==> src/rtl/bib_hakem.sv <==
// Two-requester round-robin front end for the shared 3-bit-opcode ALU.
// Grants one instruction at a time, executes it, and holds the result until consumed.
module bib_hakem (
  input  logic       clk,
  input  logic       rst,
  input  logic       istek0,
  input  logic [8:0] buyruk0,
  output logic       kabul0,
  input  logic       istek1,
  input  logic [8:0] buyruk1,
  output logic       kabul1,
  output logic [3:0] sonuc,
  output logic       sonuc_gecerli,
  output logic       sonuc_kim,
  input  logic       sonuc_al,
  output logic [7:0] islem_sayaci
);

  localparam int unsigned BUYRUK_W = 9;
  localparam int unsigned SONUC_W  = 4;
  localparam int unsigned SAYAC_W  = 8;

  typedef enum logic [1:0] {BOSTA, YURUT, SUNUM} durum_t;

  durum_t               durum, durum_n;
  logic [BUYRUK_W-1:0]  komut, komut_n;
  logic [SONUC_W-1:0]   sonuc_n, alu_y;
  logic                 gecerli_n, kim_n;
  logic                 oncelik, oncelik_n;
  logic [SAYAC_W-1:0]   sayac_n;
  logic                 talep, kazanan;
  logic [2:0]           alu_a, alu_b;

  // ALU on the latched instruction; upper bits zero for reduction ops
  always_comb begin
    alu_a = komut[5:3];
    alu_b = komut[2:0];
    alu_y = '0;
    unique case (komut[8:6])
      3'd0: alu_y = {1'b0, alu_a} + {1'b0, alu_b};
      3'd1: alu_y = {1'b0, alu_a} - {1'b0, alu_b};
      3'd2: alu_y = {1'b0, alu_a & alu_b};
      3'd3: alu_y = {1'b0, alu_a | alu_b};
      3'd4: alu_y = {3'b000, &alu_b};
      3'd5: alu_y = {3'b000, |alu_b};
      3'd6: alu_y = {3'b000, ^alu_b};
      3'd7: alu_y = {3'b000, ~^alu_b};
    endcase
  end

  // Under contention the priority bit picks; otherwise the lone requester wins
  always_comb begin
    talep   = istek0 | istek1;
    kazanan = (istek0 & istek1) ? oncelik : istek1;
  end

  // Next-state and grant decode
  always_comb begin
    durum_n   = durum;
    komut_n   = komut;
    sonuc_n   = sonuc;
    gecerli_n = sonuc_gecerli;
    kim_n     = sonuc_kim;
    oncelik_n = oncelik;
    sayac_n   = islem_sayaci;
    kabul0    = 1'b0;
    kabul1    = 1'b0;
    unique case (durum)
      BOSTA: begin
        if (talep && !rst) begin
          kabul0    = ~kazanan;
          kabul1    = kazanan;
          komut_n   = kazanan ? buyruk1 : buyruk0;
          kim_n     = kazanan;
          oncelik_n = ~kazanan;
          durum_n   = YURUT;
        end
      end
      YURUT: begin
        sonuc_n   = alu_y;
        gecerli_n = 1'b1;
        durum_n   = SUNUM;
      end
      SUNUM: begin
        if (sonuc_al) begin
          gecerli_n = 1'b0;
          sayac_n   = islem_sayaci + SAYAC_W'(1);
          durum_n   = BOSTA;
        end
      end
      default: durum_n = BOSTA;
    endcase
  end

  always_ff @(posedge clk or posedge rst) begin
    if (rst) begin
      durum         <= BOSTA;
      komut         <= '0;
      sonuc         <= '0;
      sonuc_gecerli <= 1'b0;
      sonuc_kim     <= 1'b0;
      oncelik       <= 1'b0;
      islem_sayaci  <= '0;
    end else begin
      durum         <= durum_n;
      komut         <= komut_n;
      sonuc         <= sonuc_n;
      sonuc_gecerli <= gecerli_n;
      sonuc_kim     <= kim_n;
      oncelik       <= oncelik_n;
      islem_sayaci  <= sayac_n;
    end
  end

endmodule

==> config.mk <==
export PLATFORM = sky130hd
export DESIGN_NAME = bib_hakem
export DESIGN_NICKNAME = d
export VERILOG_FILES = /design/src/rtl/bib_hakem.sv
export SDC_FILE = /design/constraint.sdc
export NUM_CORES = 1
export LEC_CHECK = 0
export BUFFER_PORTS_ARGS = -buffer_cell sky130_fd_sc_hd__buf_2
export CAP_MARGIN = 20
export CORE_MARGIN = 5
export CORE_UTILIZATION = 54
export CTS_BUF_LIST = sky130_fd_sc_hd__clkbuf_4
export CTS_CLUSTER_DIAMETER = 40
export DETAILED_ROUTE_END_ITERATION = 12
export GPL_ROUTABILITY_DRIVEN = 1
export GPL_TIMING_DRIVEN = 0
export PLACE_DENSITY = 0.86
export SLEW_MARGIN = 30
export SYNTH_ARGS = -nofsm -noshare
export SYNTH_HDL_FRONTEND = slang
export SYNTH_SLANG_ARGS = --single-unit
==> constraint.sdc <==
create_clock -name clk -period 2.8 [get_ports clk]
set_input_delay 0.7 -clock clk [delete_from_list [all_inputs] [get_ports clk]]
set_output_delay 0.7 -clock clk [all_outputs]
set_load 0.03 [all_outputs]
---- Word level (Yosys, flattened, before mapping) ----
Index checks and enable logic that the tools add are counted.
operators by class
  reduce and logical (&&, ||, !) cells .... 13
  bitwise operators ....................... 5
  equal/unequal tests ..................... 11
  mux-type cells .......................... 12
  $add $sub $neg .......................... 3
operators by type and width
  operator                                       count
  case mux 4 bit (8 select lines)                1
  == test 3 bit, second input constant           4
  two-way mux 9 bit                              1
  adder 8 x 1 -> 8 bit, second input constant    1
  AND reduction 2 bit                            4
  == test 3 x 2 -> 1 bit, second input constant  2
  two-way mux 1 bit                              6
  case mux 2 bit (3 select lines)                1
  adder 3 x 3 -> 4 bit                           1
  two-way mux 2 bit                              2
  inequality test 2 bit, second input constant   2
  subtractor 3 x 3 -> 4 bit                      1
  bitwise AND 3 bit                              1
  == test 3 x 1 -> 1 bit, second input constant  1
  zero test 3 bit                                1
  bitwise OR 3 bit                               1
  AND reduction 3 bit                            1
  OR reduction 3 bit                             1
  XNOR reduction 3 bit                           1
  XOR reduction 3 bit                            1
  == test 2 x 1 -> 1 bit, second input constant  1
  == test 2 bit, second input constant           1
  zero test 2 bit                                1
  case mux 1 bit (2 select lines)                1
  6 further kinds                                6
storage, ports and cells
  logic and storage cells ................. 51
  register bits after elaboration ......... 26
  output and inout port bits .............. 16
  input bits .............................. 23

---- Logic depth before layout (Yosys ltp) ----
  word-level depth ........................ 5
  depth in mapped cells ................... 10
  mapped depth without buffers ............ 10

---- Least setup slack after synthesis ----
Ideal clock, no wire load.
  path kind ............................... input-to-output
  start ................................... input port rst
  end ..................................... output port kabul0
  path slack .............................. 0.415 ns
  cell stages on the path ................. 4
  arrival time ............................ 1.685 ns
  buffers on the path ..................... 1
  path through ............................ or4_4 inv_2 buf_6 and2_1
on the way
  longest elaborated chain between the ends .. 4
ends and longest elaborated chain
  what                       RTL line  text
  from (decl)                5         input logic rst,
  zero test 1 bit (no line)  n/a
  logical AND 1 bit          70        if (talep && !rst) begin
  two-way mux 1 bit          70
  two-way mux 1 bit          68        unique case (durum)
  to (decl)                  8         output logic kabul0,
No other way between the ends.

---- Worst setup path after layout ----
  start ................................... register durum[0]
  end ..................................... output port kabul0
on the way
  longest elaborated chain between the ends .. 2
ends and longest elaborated chain
  what                    RTL line  text
  from (decl)             25        durum_t durum, durum_n;
  from (signal assigned)  105       durum <= durum_n;
  zero test 2 bit         68
  two-way mux 1 bit       68
No other way between the ends.

==> metrics <==
EDFF count, synth=0; total power=between 1.5 and 2 mW; worst slew pin tran=0.539 ns; Initial DRC Count=39; f_max=0.388 GHz; #FFs+latches synth=26; Slew Viols, Final=0; P per Cell Area=1040 nW/um2; top area cells in the synthesized netlist=dfrtp_1, ha_1, mux2i_1; vias per std cell=5.43; mux cell area share after synthesis=6.67%; cts repair resizes=0; nets@finish=229; maxcap violations=0; Synth cell types=31; period utilization=91.9%; Crit Path Category=reg -> out; ant diodes=0; post-synthesis adder-cell area fraction=8.83%; Die Span Y=approximately 63 um; GRT Overall Usage=around 16%; Setup Fix Bufs, Post-CTS=0; width of the die=62.7 um; P&R area growth vs syn=18.8%; cells after synthesis=153; drt pass-1 iters=7; Synth Area in Simple Gates=roughly 15%; RSZ-0062 raised after global routing=false; number of global-route vias before repair=1,269; clk_lat worst skew=0.32 ns; TritonCTS Sinks=26; Die ar.=3940 um2; status=finished clean; XOR/XNOR Fraction of Synth Area=6.42%; syn_nets=186; drt total wl=3030 um; synth warn=0; IO buf count=38; main combinational cell family by area after synthesis=simple AND/OR/NAND/NOR gates; Final min period=2.57 ns; most area-hungry cell type in the Yosys netlist=dfrtp_1; Clock Pin Slew Worst Setup and Hold Paths=approximately 0.14 ns; top-area cell type share of the netlist area=a little over two fifths; Root Buffer=clkbuf_4; site row count=19; Max-slew headroom=64.0%; Sum Neg Setup Slack=0 ns; Worst VDD drop=0.625 mV; placed cell area=1730 um2; Routed Antenna Nets=0; H-tree levels=1; Hold Path Class=in -> async; Core Area=2710 um2; Synth Area per Inst=9.81 um2; Via Count=~1,200; Routability Congestion=0.889; Worst Setup End Kind=output port; count of final setup violators=0; initial antenna violation count=0; GRT overflow=0; Worst EP required=2.10 ns; Final Util=around two thirds; Worst Path Arrival=1.87 ns; CTS tree=done; crit path max fanout=10; post-route design area=1780 um2; layout cells sized above 1=31.3%; CTS Hold Bufs=0; DR DRC count=0; Pleak=approximately 0.93 nW; Clock Skews=0.00179 ns; DR WL/cell=13.4 um; mapped cell area=1500 um2; io pins=39; maximum root-to-sink buffer count=2; total CTS buffers=3; Synth Flop Type=dfrtp_1; Seq/Total Area, Yosys=43.3%; starting density of the core=55.4%; half-perimeter wire length after placement=about 2400 um; type of origin of the critical path=register; largest net degree at the start of global routing=27; post-synthesis compound-gate area fraction=between 10% and 20%; async set or reset register ratio after synthesis=between 90% and 100%; final hold violation count=0; first-pass GRT wire length=5150 um
==> worst max-delay path, stage by stage, from the launching register on <==
cell and delay, ns:
dfrtp_1 0.44, or4_4 0.57, inv_2 0.10, buf_6 0.14
and2_1 0.12, buf_2 0.19
==> per-layer routing <==
layer	up-vias	track usage [%]	routed length, um
met2	46	30.8	1600
met5	-	0	0
met3	13	3.06	168
li1	597	-	-
met1	572	16.4	1200
met4	0	6.37	65
==> state kept, by name, indices dropped and copies added, names as in the netlist <==
name	cells
komut	9
sonuc	4
sonuc_kim	1
durum	2
islem_sayaci	8
sonuc_gecerli	1
oncelik	1
==> power by group <==
| part | internal (mW) | switching, mW | total [mW] | leakage [nW] |
|---|---|---|---|---|
| Combinational | 0.399 | 0.568 | 0.967 | 0.589 |
| Sequential | 0.505 | 0.124 | 0.629 | 0.315 |
| Clock | 0.145 | 0.111 | 0.255 | 0.0279 |
| Total | 1.05 | 0.802 | 1.85 | 0.932 |
==> kinds of logic after synthesis <==
| group | after synthesis |
|---|---|
| flops | 26 |
| simple gates | 48 |
| xor+xnor | 11 |
| mux | 10 |
| buf+inv | 18 |
| compound gates | 30 |
| fa+ha+maj | 10 |
==> metrics by stage <==
stage                     hold slack (ns)  worst slack (ns)  cells
after detailed placement            0.469             0.251    222
after global routing                0.451             0.156    226
final                               0.408             0.226    226
after CTS                           0.501             0.202    226
after global placement              0.454             0.259    222
after floorplan                     0.460             0.415    153
==> layout make-up <==
type	instances	area (um2)
sequential	26	651
fill	246	927
clock buffer	3	22.5
tap	31	38.8
buffer	7	52.6
clock inverter	1	30.0
inverter	11	41.3
multi-input combinational	109	757
timing repair buffer	38	190
==> cell usage in the layout, fill, tap and decap left out <==
cell type	n
o21ai_1	1
and2_1	1
clkbuf_1	1
a21oi_2	8
nand2_1	14
nand2b_1	4
clkbuf_4	3
inv_1	9
or4_4	1
nand4_1	2
xnor2_1	10
o31ai_1	2
mux2i_1	10
or3b_4	1
fa_1	1
inv_2	2
or3_1	1
a21o_1	1
xor2_1	1
buf_6	3
buf_2	41
o22ai_1	2
nand3_1	5
and3_1	1
nor2_1	16
dfrtp_1	26
bufinv_16	1
o21ai_0	8
nand3b_1	1
nor2b_1	1
o31ai_2	1
a21oi_1	7
ha_1	9
==> cell usage after synthesis, drive strengths merged (3+ instances only) <==
cell / count
a21oi: 15
inv: 11
nand2b: 4
nand2: 14
o31ai: 3
nand3: 5
ha: 9
o21ai: 9
nor2: 16
xnor2: 10
mux2i: 10
dfrtp: 26
buf: 6
==> final timing paths <==
check,endpoint,from,depth (start not counted),slack [ns]
max in group asynchronous,sonuc[2]$_DFFE_PP0P_,rst,2,2.03
min in group clk,islem_sayaci[7]$_DFFE_PP0P_,islem_sayaci[7]$_DFFE_PP0P_,1,0.49
min,durum[1]$_DFFE_PP0P_,rst,2,0.41
max,kabul0,durum[0]$_DFFE_PP0P_,5,0.23
max reg2reg,sonuc[3]$_DFFE_PP0P_,komut[7]$_DFFE_PP0P_,9,0.56
min reg2reg,islem_sayaci[7]$_DFFE_PP0P_,islem_sayaci[7]$_DFFE_PP0P_,1,0.49
No activity file was read; power rests on OpenSTA's default activity.
